**config.mk**
```make
export PLATFORM = sky130hd
export DESIGN_NAME = mux_rr_arbiter
export DESIGN_NICKNAME = d
export VERILOG_FILES = /design/src/rtl/mux_rr_arbiter.sv
export SDC_FILE = /design/constraint.sdc
export NUM_CORES = 1
export LEC_CHECK = 0
export CELL_PAD_IN_SITES_DETAIL_PLACEMENT = 1
export CELL_PAD_IN_SITES_GLOBAL_PLACEMENT = 1
export CORE_ASPECT_RATIO = 1.5
export CORE_MARGIN = 4
export CORE_UTILIZATION = 25
export CTS_CLUSTER_DIAMETER = 60
export CTS_CLUSTER_SIZE = 30
export DETAILED_ROUTE_END_ITERATION = 10
export GPL_ROUTABILITY_DRIVEN = 0
export MAX_ROUTING_LAYER = met4
export PLACE_DENSITY_LB_ADDON = 0.1
export SLEW_MARGIN = 15
export SYNTH_ARGS = -nofsm -noshare
export SYNTH_HDL_FRONTEND = slang
export SYNTH_SLANG_ARGS = --single-unit
```
**constraint.sdc**
```tcl
create_clock -name clk -period 3.3 [get_ports clk]
set_clock_uncertainty 0.1 [all_clocks]
set_input_delay 0.66 -clock clk [delete_from_list [all_inputs] [get_ports clk]]
set_output_delay 0.66 -clock clk [all_outputs]
set_load 0.03 [all_outputs]
```
**src/rtl/mux_rr_arbiter.sv**
```systemverilog
// -----------------------------------------------------------------------------
// mux_rr_arbiter
// Round-robin select generator placed directly upstream of gen_mux. It
// arbitrates INPUTS_NUM requesters, drives gen_mux.sel and presents a
// valid/ready handshake for gen_mux data_out. sel is held for the whole
// transfer so the muxed data stays stable under backpressure.
//
// Optional feature macro: MUX_RR_ARB_BURST_EN
//   defined     : a grant may carry up to MAX_BURST back-to-back transfers
//   not defined : every transfer releases the grant (one bubble between grants)
//
// Parameters
//   INPUTS_NUM    number of requesters (>= 2), equals gen_mux INPUTS_NUM
//   MAX_BURST     max transfers per grant with the burst macro (>= 1)
//   SELECT_WIDTH  derived, do not override
//
// Ports
//   clk        in   rising-edge clock
//   rst        in   synchronous reset, active-high
//   req        in   [INPUTS_NUM-1:0]   requester i has data on gen_mux input i
//   in_ready   out  [INPUTS_NUM-1:0]   one-hot, requester's data consumed this cycle
//   sel        out  [SELECT_WIDTH-1:0] index of the granted requester
//   out_valid  out  data_out of gen_mux is valid
//   out_ready  in   downstream accepts data_out
// -----------------------------------------------------------------------------
module mux_rr_arbiter #(
    parameter int INPUTS_NUM   = 3,
    parameter int MAX_BURST    = 4,
    localparam int SELECT_WIDTH = $clog2(INPUTS_NUM)
) (
    input  logic                    clk,
    input  logic                    rst,
    input  logic [INPUTS_NUM-1:0]   req,
    output logic [INPUTS_NUM-1:0]   in_ready,
    output logic [SELECT_WIDTH-1:0] sel,
    output logic                    out_valid,
    input  logic                    out_ready
);

    localparam int unsigned N = INPUTS_NUM;

    if (INPUTS_NUM < 2 || MAX_BURST < 1) begin : g_bad_config
        $error("mux_rr_arbiter: INPUTS_NUM must be >= 2 and MAX_BURST >= 1");
    end

    typedef enum logic {
        IDLE,
        GRANT
    } state_t;

    state_t                  state, state_nxt;
    logic [SELECT_WIDTH-1:0] ptr, ptr_nxt;
    logic [SELECT_WIDTH-1:0] sel_nxt;
    logic                    out_valid_nxt;
    logic [SELECT_WIDTH-1:0] winner;
    logic                    found;
    logic [SELECT_WIDTH-1:0] sel_inc;
    logic                    xfer;
    logic                    keep_grant;
    int unsigned             idx;

`ifdef MUX_RR_ARB_BURST_EN
    localparam int BCW = $clog2(MAX_BURST) + 1;
    logic [BCW-1:0] burst_cnt, burst_cnt_nxt;
`endif

    assign xfer = out_valid & out_ready;

    // Reset aborts a pending transfer, so the consume strobe is masked by rst.
    always_comb begin
        in_ready = '0;
        for (int unsigned i = 0; i < N; i++) begin
            in_ready[i] = xfer & ~rst & (sel == SELECT_WIDTH'(i));
        end
    end

    // Scan ptr, ptr+1, ..., wrapping at N-1; first requester found wins.
    // idx is kept below N, so its low bits never address beyond req.
    always_comb begin
        found  = 1'b0;
        winner = '0;
        idx    = 0;
        for (int unsigned k = 0; k < N; k++) begin
            idx = 32'(ptr) + k;
            if (idx >= N) begin
                idx = idx - N;
            end
            if (!found && req[idx[SELECT_WIDTH-1:0]]) begin
                found  = 1'b1;
                winner = idx[SELECT_WIDTH-1:0];
            end
        end
    end

    // Explicit compare keeps the pointer inside 0..N-1 for non-power-of-2 N.
    assign sel_inc = (sel == SELECT_WIDTH'(N - 1)) ? '0 : sel + SELECT_WIDTH'(1);

`ifdef MUX_RR_ARB_BURST_EN
    assign keep_grant = req[sel] && (burst_cnt < BCW'(MAX_BURST - 1));
`else
    assign keep_grant = 1'b0;
`endif

    always_comb begin
        state_nxt     = state;
        ptr_nxt       = ptr;
        sel_nxt       = sel;
        out_valid_nxt = out_valid;
`ifdef MUX_RR_ARB_BURST_EN
        burst_cnt_nxt = burst_cnt;
`endif
        unique case (state)
            IDLE: begin
                if (found) begin
                    state_nxt     = GRANT;
                    sel_nxt       = winner;
                    out_valid_nxt = 1'b1;
`ifdef MUX_RR_ARB_BURST_EN
                    burst_cnt_nxt = '0;
`endif
                end
            end
            GRANT: begin
                if (xfer) begin
                    if (keep_grant) begin
`ifdef MUX_RR_ARB_BURST_EN
                        burst_cnt_nxt = burst_cnt + BCW'(1);
`endif
                    end else begin
                        state_nxt     = IDLE;
                        out_valid_nxt = 1'b0;
                        ptr_nxt       = sel_inc;
`ifdef MUX_RR_ARB_BURST_EN
                        burst_cnt_nxt = '0;
`endif
                    end
                end else if (!req[sel]) begin
                    // Withdrawal: give up the grant without moving the pointer.
                    state_nxt     = IDLE;
                    out_valid_nxt = 1'b0;
`ifdef MUX_RR_ARB_BURST_EN
                    burst_cnt_nxt = '0;
`endif
                end
            end
            default: begin
                state_nxt     = IDLE;
                out_valid_nxt = 1'b0;
            end
        endcase
    end

    always_ff @(posedge clk) begin
        if (rst) begin
            state     <= IDLE;
            ptr       <= '0;
            sel       <= '0;
            out_valid <= 1'b0;
`ifdef MUX_RR_ARB_BURST_EN
            burst_cnt <= '0;
`endif
        end else begin
            state     <= state_nxt;
            ptr       <= ptr_nxt;
            sel       <= sel_nxt;
            out_valid <= out_valid_nxt;
`ifdef MUX_RR_ARB_BURST_EN
            burst_cnt <= burst_cnt_nxt;
`endif
        end
    end

endmodule

```
==> flow_metrics.py, run 1 <==
metrics = {
    "clocking": {
        "cts_buffer_depth": 2,
        "cts_buffers": 3,
        "cts_tree": "yes",
        "h-tree-depth": 1,
        "postCtsSetupBuffers": 0,
        "cts.repair.resized": 0,
        "root_buffer": "clkbuf_4",
        "clkTransAtPathRegs_ns": 0.04,
        "cts-hold-fix-buffers": 0,
        "numClockSinks": 6,
        "clk_latency_ns": 0.24,
    },
    "yosys": {
        "ys_seq_area_frac": 0.228,
        "ys.flop_type": "dfxtp_1",
        "synth_edf_count": 0,
        "yosys.area_share.simple": 0.202,
        "synth_top_area_cell": "dfxtp_1",
        "synth.distinct_cells": 29,
        "synth-seq-cells": 6,
        "synth_xor_area_frac": 0,
        "synth-compound-area-share": 0.304,
        "syn_nets": 73,
        "synth_top_family_by_area": "compound AO/OA/AOI/OAI gates",
        "muxShareOfSynthArea": 0.124,
        "syn_area_sq_um": 527,
        "syn_avg_cell_area_sq_um": 8.23,
        "yosysTopAreaCellShare": 0.228,
        "ys_warn_count": 0,
        "synthTopCellsByArea": "dfxtp_1, mux2i_1, ha_1, a21oi_1, inv_1",
        "async_flop_share": 0,
        "synth_cells": 64,
        "synthAdderAreaFrac": 0.0713,
    },
    "grt": {
        "antenna_found_initial": 0,
        "grt_pass1_vias": 595,
        "grt_max_degree": 10,
        "grt_pass1_wl_um": 2660,
        "overflow": 0,
        "grt_usage": 0.125,
    },
    "route": {
        "drt_iter0_drc": 14,
        "wl_per_cell_um": 14.7,
        "drc": 0,
        "viasPerCell": 5.32,
        "vias": 527,
        "drt-total-wl_um": 1460,
        "drt_first_pass_iters": 4,
        "ant_nets": 0,
    },
    "critical_path": {
        "worstPathMaxFanout": 4,
        "critPathKind": "input port to primary output",
        "critPathLaunchType": "input port",
        "worstSetupStartpoint": "out_ready",
        "end_kind": "primary output",
        "rr_startpoint": "ptr[0]",
        "required_ns": 2.54,
        "crit_arrival_ns": 2.21,
    },
    "final_layout": {
        "fill_cells": 249,
        "stdcell_area_sq_um": 679,
        "finalNetCount": 88,
        "utilization": 0.335,
        "regArea_sq_um": 120,
        "final_layout_size_suffix_gt1_frac": 0.117,
        "final_cell_mix": "clkdlybuf4s50_1, inv_1, a21oi_1, dfxtp_1, mux2i_1",
        "diodes": 0,
        "multiInputGateArea_sq_um": 369,
        "area_delta_synth_final_pct": 29.0,
        "final_common_cell": "clkdlybuf4s50_1",
    },
    "sta": {
        "relSlewSlack": 0.754,
        "tightest_slew_ns": 0.364,
        "period_minus_slack_ns": 2.97,
        "holdWs_ns": 0.423,
        "rsz0062_at_grt": "false",
        "hold_viol": 0,
        "fin_tns_setup_ns": 0,
        "setup_viol": 0,
        "timing.fmax_mhz": 336,
        "finalCritPeriodShare": 0.901,
        "drv_slew": 0,
    },
    "floorplan": {
        "die_h_um": 64.2,
        "dieArea_sq_um": 2920,
        "die_w_um": 45.5,
        "core-area_sq_um": 2030,
        "start_util": 0.260,
        "io_pins": 12,
        "row_count": 20,
    },
    "placement": {
        "place_area_sq_um": 657,
        "io_buffers": 11,
        "place_hpwl_um": 1150,
    },
    "pwr": {
        "power.density_nw_per_um2": 348,
        "finalPower_uw": 236,
        "ir_worst_vdd_mv": 0.183,
        "power_leakage_uw": 0.000246,
    },
    "hold_path": {
        "hold_start": "out_valid",
        "hp-class": "register to register",
    },
    "run": {
        "drv_cap": 0,
    },
    "outcome": {
        "status": "complete, no violations",
    },
}
[cell usage after synthesis (all sizes together) (2+ instances only)]
| cell | n |
|---|---|
| a21oi | 6 |
| dfxtp | 6 |
| inv | 6 |
| mux2i | 5 |
| nand2 | 4 |
| nor3 | 4 |
| ha | 3 |
| a211o | 2 |
| a211oi | 2 |
| buf | 2 |
| nand3b | 2 |
| nor2 | 2 |
| nor2b | 2 |
| o211ai | 2 |
| o21a | 2 |
| o21ai | 2 |
[flip-flops by register name (all words and copies together) (netlist names)]
register,count
out_valid,1
ptr,2
sel,2
state,1
[worst max-delay path, stage by stage]
cell             delay (ns)
clkdlybuf4s50_1        0.51
nand3b_1               0.14
nor3b_1                0.21
clkdlybuf4s50_1        0.70
[stage by stage]
stage	setup slack [ns]	instances
finish	0.325	99
global route	0.169	99
CTS	0.301	99
detailed placement	0.302	96
global placement	0.359	96
floorplan	0.951	64
[worst paths after layout]
check,to,slack [ns],cells past startpoint
setup reg to reg,sel[1],1.18,7
setup / recovery,in_ready[2],0.33,4
hold reg to reg,out_valid,0.42,2
hold / removal,out_valid,0.42,2
[kinds of logic (layout without fill, tap and decap cells)]
group | after synthesis | count (layout)
buffers and inverters | 8 | 21
flip-flops | 6 | 6
AND/OR/NAND/NOR | 19 | 19
multiplexers | 6 | 6
adder cells (fa/ha/maj) | 3 | 3
AO/OA/AOI/OAI | 22 | 22
[where the power goes]
group | internal [uW] | switching, uW | total (uW) | leakage [uW]
clock | 41.1 | 25.4 | 66.5 | 0.0000138
combinational | 38.0 | 42.4 | 80.4 | 0.000183
sequential | 79.1 | 10.0 | 89.2 | 0.0000494
total | 158 | 77.9 | 236 | 0.000246
[routing by layer]
layer	up-vias	global-route usage	routed length, um
met1	247	0.139	634
li1	263	-	-
met5	-	-	0
met4	0	0.0806	41
met2	13	0.199	738
met3	4	0.0169	41
[cell type report]
type,count,area share
inverter,6,0.0331
tap,22,0.0405
multi-input combinational,50,0.543
clock buffer,3,0.0331
timing repair buffer,12,0.173
sequential,6,0.177
Note: power is estimated with default switching activity, not from simulation.
==> run 2: changes to the inputs <==
--- a/config.mk
+++ b/config.mk
@@ -13,6 +13,7 @@
 export CTS_CLUSTER_DIAMETER = 60
 export CTS_CLUSTER_SIZE = 30
 export DETAILED_ROUTE_END_ITERATION = 10
+export DONT_BUFFER_PORTS = 1
 export GPL_ROUTABILITY_DRIVEN = 0
 export MAX_ROUTING_LAYER = met4
 export PLACE_DENSITY_LB_ADDON = 0.1
==> run 2 against run 1 <==
Utilization fell by 4.7 points. Via count fell by 7.0%. Sequential power rose by 9.1%. Routed wire length fell by 5.6%. Largest power group unchanged. Combinational power fell by 34%. Critical path depth fell by 1. Cell count fell by 9.1%. Power fell by 7.8%. Cell area fell by 14%. Non-clock buffer count fell by 9. Count of clock-buffer cells in the layout did not move.
==> flow_metrics.py, run 2 (same netlist as run 1, synthesis figures left out) <==
metrics = {
    "clocking": {
        "cts_tree": "yes",
        "cts-hold-fix-buffers": 0,
        "root_buffer": "clkbuf_4",
        "h-tree-depth": 1,
        "cts_buffer_depth": 2,
        "cts_buffers": 3,
        "clkTransAtPathRegs_ns": 0.05,
        "numClockSinks": 6,
        "clk_latency_ns": 0.24,
        "postCtsSetupBuffers": 0,
        "cts.repair.resized": 0,
    },
    "critical_path": {
        "cpLargestDelayFamily": "flip-flops",
        "worst-path-stages": 3,
        "reg2reg_slack_ns": 1.22,
        "crit_arrival_ns": 1.42,
        "rr_startpoint": "ptr[0]",
        "r2r-end": "sel[1]",
        "cpMaxStageDelayCell": "dfxtp_1",
        "end_kind": "primary output",
        "critPathKind": "register to primary output",
        "worstPathMaxFanout": 7,
        "worstSetupStartpoint": "sel[0]",
        "path_cells": "inv_1 -> nor3_1 -> buf_4",
        "critical_path_buf_inv_count": 2,
        "critPathMaxStageDelay_ns": 0.64,
        "required_ns": 2.54,
        "crit_end": "in_ready[1]",
        "critPathLaunchType": "register",
        "reg2regPathDepth": 7,
    },
    "outcome": {
        "status": "complete, no violations",
    },
    "sta": {
        "tightest_slew_ns": 0.558,
        "finalCritPeriodShare": 0.659,
        "period_minus_slack_ns": 2.18,
        "timing.fmax_mhz": 460,
        "setup_viol": 0,
        "drv_slew": 0,
        "relSlewSlack": 0.628,
        "finalWorstSetupSlack_ns": 1.12,
        "hold_viol": 0,
        "fin_tns_setup_ns": 0,
        "rsz0062_at_grt": "false",
    },
    "floorplan": {
        "row_count": 20,
        "start_util": 0.260,
        "core-area_sq_um": 2030,
        "die_w_um": 45.5,
        "io_pins": 12,
        "die_h_um": 64.2,
        "dieArea_sq_um": 2920,
    },
    "final_layout": {
        "utilization": 0.288,
        "largestRegisters": "ptr x2, sel x2",
        "multiInputGateArea_sq_um": 369,
        "area_delta_synth_final_pct": 10.9,
        "fill_cells": 257,
        "diodes": 0,
        "finalNetCount": 79,
        "final_cell_mix": "inv_1, a21oi_1, dfxtp_1, mux2i_1",
        "final_layout_size_suffix_gt1_frac": 0.162,
        "regArea_sq_um": 120,
    },
    "grt": {
        "grt_usage": 0.118,
        "grt_max_degree": 10,
        "overflow": 0,
        "grt_pass1_vias": 537,
        "grt_pass1_wl_um": 2460,
        "antenna_found_initial": 0,
    },
    "route": {
        "viasPerCell": 5.44,
        "drc": 0,
        "vias": 490,
        "ant_nets": 0,
        "drt-total-wl_um": 1370,
        "drt_first_pass_iters": 2,
        "drt_iter0_drc": 15,
        "wl_per_cell_um": 15.3,
    },
    "hold_path": {
        "whs_path_depth": 1,
        "hp-class": "input port to register",
    },
    "pwr": {
        "power_leakage_uw": 0.000217,
        "power.density_nw_per_um2": 373,
        "ir_worst_vdd_mv": 0.165,
        "finalPower_uw": 218,
    },
    "placement": {
        "place_hpwl_um": 1090,
        "io_buffers": 0,
        "pre_cts_slack_ns": 1.21,
    },
    "run": {
        "drv_cap": 0,
    },
}
-- run 2: cell count changes in the layout (fill, tap and decap cells not counted), sizes merged --
cell / delta
buf: +2
clkdlybuf4s50: -11
-- run 2: worst min-delay path by stage --
stage / start / end
after floorplan: ptr[1] / ptr[1]
after global placement: ptr[1] / ptr[1]
after detailed placement: ptr[1] / ptr[1]
after CTS: rst / state
after global routing: rst / state
final: rst / state
-- run 2: metrics by stage --
step           hold WS [ns]  std cells  cell area, sq um
2_1_floorplan         0.385         64               527
3_3_place_gp          0.435         87               562
3_5_place_dp          0.429         87               562
4_1_cts               0.367         90               584
5_1_grt               0.355         90               584
6_report              0.380         90               584
-- run 2: layout make-up --
type	count	share of cell area
multi-input combinational	50	0.632
sequential	6	0.206
tap	22	0.0471
clock buffer	3	0.0385
timing repair buffer	3	0.0385
inverter	6	0.0385
-- run 2: worst reg2reg max path, stage by stage, from the launching register on --
cell and delay [ns]:
dfxtp_1 0.37, inv_1 0.06, ha_1 0.40, inv_1 0.14
mux2i_1 0.09, a211oi_2 0.29, a21o_2 0.22, mux2_4 0.30
-- run 2: power by group --
| part | internal [uW] | switching (uW) |
|---|---|---|
| clock | 41.2 | 26.6 |
| combinational | 25.8 | 26.8 |
| sequential | 79.1 | 18.2 |
| total | 146 | 71.6 |
-- run 2: layer usage --
layer / part of all wire / global-route usage / vias up
met4: 0.017 / 0.0769 / 0
met3: 0.069 / 0.0394 / 2
li1: - / - / 244
met5: 0 / - / -
met1: 0.43 / 0.137 / 233
met2: 0.48 / 0.168 / 11
==> run 3: changes to the inputs <==
==> constraint.sdc (replaced) <==
create_clock -name clk -period 2.05 [get_ports clk]
set_clock_uncertainty 0.1 [all_clocks]
set_input_delay 0.41 -clock clk [delete_from_list [all_inputs] [get_ports clk]]
set_output_delay 0.41 -clock clk [all_outputs]
set_load 0.03 [all_outputs]
==> run 3 against run 2 <==
Routed wire length is 2.1% higher. Highest routed layer unchanged. Worst hold slack worse by 0.25 ns. Critical endpoint is now sel[0]. Count of clock-buffer cells in the layout did not move. Register-to-register slack lost 1.1 ns. Largest cell class unchanged.
==> flow_metrics.py, run 3 (same netlist as run 1, synthesis figures left out) <==
metrics = {
    "final_layout": {
        "final_common_cell": "buf_4",
        "regArea_sq_um": 120,
        "fill_cells": 250,
        "area_delta_synth_final_pct": 23.0,
        "multiInputGateArea_sq_um": 373,
        "final_cell_mix": "buf_4, inv_1, dfxtp_1, a21oi_1, mux2i_1",
        "finalNetCount": 87,
        "diodes": 0,
        "final_layout_size_suffix_gt1_frac": 0.263,
        "largestRegisters": "ptr x2, sel x2",
    },
    "floorplan": {
        "die_h_um": 64.2,
        "core-area_sq_um": 2030,
        "die_w_um": 45.5,
        "row_count": 20,
        "dieArea_sq_um": 2920,
        "io_pins": 12,
        "start_util": 0.260,
    },
    "sta": {
        "setup_viol": 0,
        "tightest_slew_ns": 0.239,
        "finalCritPeriodShare": 0.955,
        "relSlewSlack": 0.838,
        "drv_slew": 0,
        "period_minus_slack_ns": 1.96,
        "holdWs_ns": 0.125,
        "hold_viol": 0,
        "fin_tns_setup_ns": 0,
        "rsz0062_at_grt": "true",
        "timing.fmax_mhz": 511,
    },
    "grt": {
        "grt_max_degree": 9,
        "grt_pass1_wl_um": 2370,
        "grt_usage": 0.117,
        "grt_pass1_vias": 543,
        "overflow": 0,
        "antenna_found_initial": 0,
    },
    "critical_path": {
        "critPathLaunchType": "register",
        "worstPathMaxFanout": 5,
        "critical_path_buf_inv_count": 2,
        "critPathMaxStageDelay_ns": 0.37,
        "path_cells": "inv_1 -> ha_1 -> buf_4 -> or2_4 -> a22o_1 -> a221oi_2 -> a211oi_1",
        "required_ns": 2.08,
        "cpMaxStageDelayCell": "dfxtp_1",
        "crit_arrival_ns": 1.99,
        "cpLargestDelayFamily": "compound AO/OA/AOI/OAI gates",
        "end_kind": "register",
        "critPathKind": "register to register",
    },
    "placement": {
        "io_buffers": 0,
        "place_hpwl_um": 1170,
    },
    "clocking": {
        "cts_buffer_depth": 2,
        "cts_buffers": 3,
        "root_buffer": "clkbuf_4",
        "numClockSinks": 6,
        "cts-hold-fix-buffers": 0,
        "cts_tree": "yes",
        "clk_latency_ns": 0.25,
        "postCtsSetupBuffers": 0,
        "cts.repair.resized": 0,
        "clkTransAtPathRegs_ns": 0.04,
        "h-tree-depth": 1,
    },
    "route": {
        "drt_first_pass_iters": 3,
        "wl_per_cell_um": 14.3,
        "vias": 513,
        "drt-total-wl_um": 1400,
        "ant_nets": 0,
        "drc": 0,
        "viasPerCell": 5.23,
        "drt_iter0_drc": 8,
    },
    "pwr": {
        "power_leakage_uw": 0.000258,
        "ir_worst_vdd_mv": 0.249,
        "finalPower_uw": 370,
        "power.density_nw_per_um2": 571,
    },
    "run": {
        "drv_cap": 0,
    },
    "hold_path": {
        "hp-class": "input port to register",
    },
    "outcome": {
        "status": "complete, no violations",
    },
}
## run 3: through the flow
stage	worst slack (ns)	area [sq um]	std cells	util
5_1_grt	-0.0179	648	98	0.320
4_1_cts	0.0705	644	98	0.318
2_1_floorplan	0.0914	527	64	-
3_3_place_gp	0.0975	622	95	0.307
6_report	0.0932	648	98	0.320
3_5_place_dp	0.0780	622	95	0.307
## run 3: final cells by class
type                            instances  share of cell area
Multi-Input combinational cell         50               0.575
Sequential cell                         6               0.185
Timing Repair Buffer                   11               0.127
Tap cell                               22              0.0425
Clock buffer                            3              0.0347
Inverter                                6              0.0347
## run 3: routing by layer
layer | vias up | track usage | share of wire
met2 | 16 | 0.177 | 0.49
met1 | 233 | 0.123 | 0.41
li1 | 259 | - | -
met4 | 0 | 0.0989 | 0.041
met5 | - | - | 0
met3 | 5 | 0.0225 | 0.056
## run 3: worst register-to-register path: cells and delay by family (launching register included)
family	cells	cell delay, ns
simple gates	1	0.26
fa+ha+maj	1	0.33
flops	1	0.37
buf+inv	2	0.23
compound gates	3	0.55
## run 3: where the power goes
part / switching (uW) / internal (uW)
registers: 13.7 / 127
logic: 61.9 / 57.2
clock network: 43.5 / 66.3
total: 119 / 251
## run 3: worst paths after layout
check | startpoint | end | slack, ns | depth (start not counted)
max | ptr[0] | sel[0] | 0.09 | 7
min | rst | state | 0.13 | 1
max reg2reg | ptr[0] | sel[0] | 0.09 | 7
min reg2reg | ptr[1] | ptr[1] | 0.42 | 2
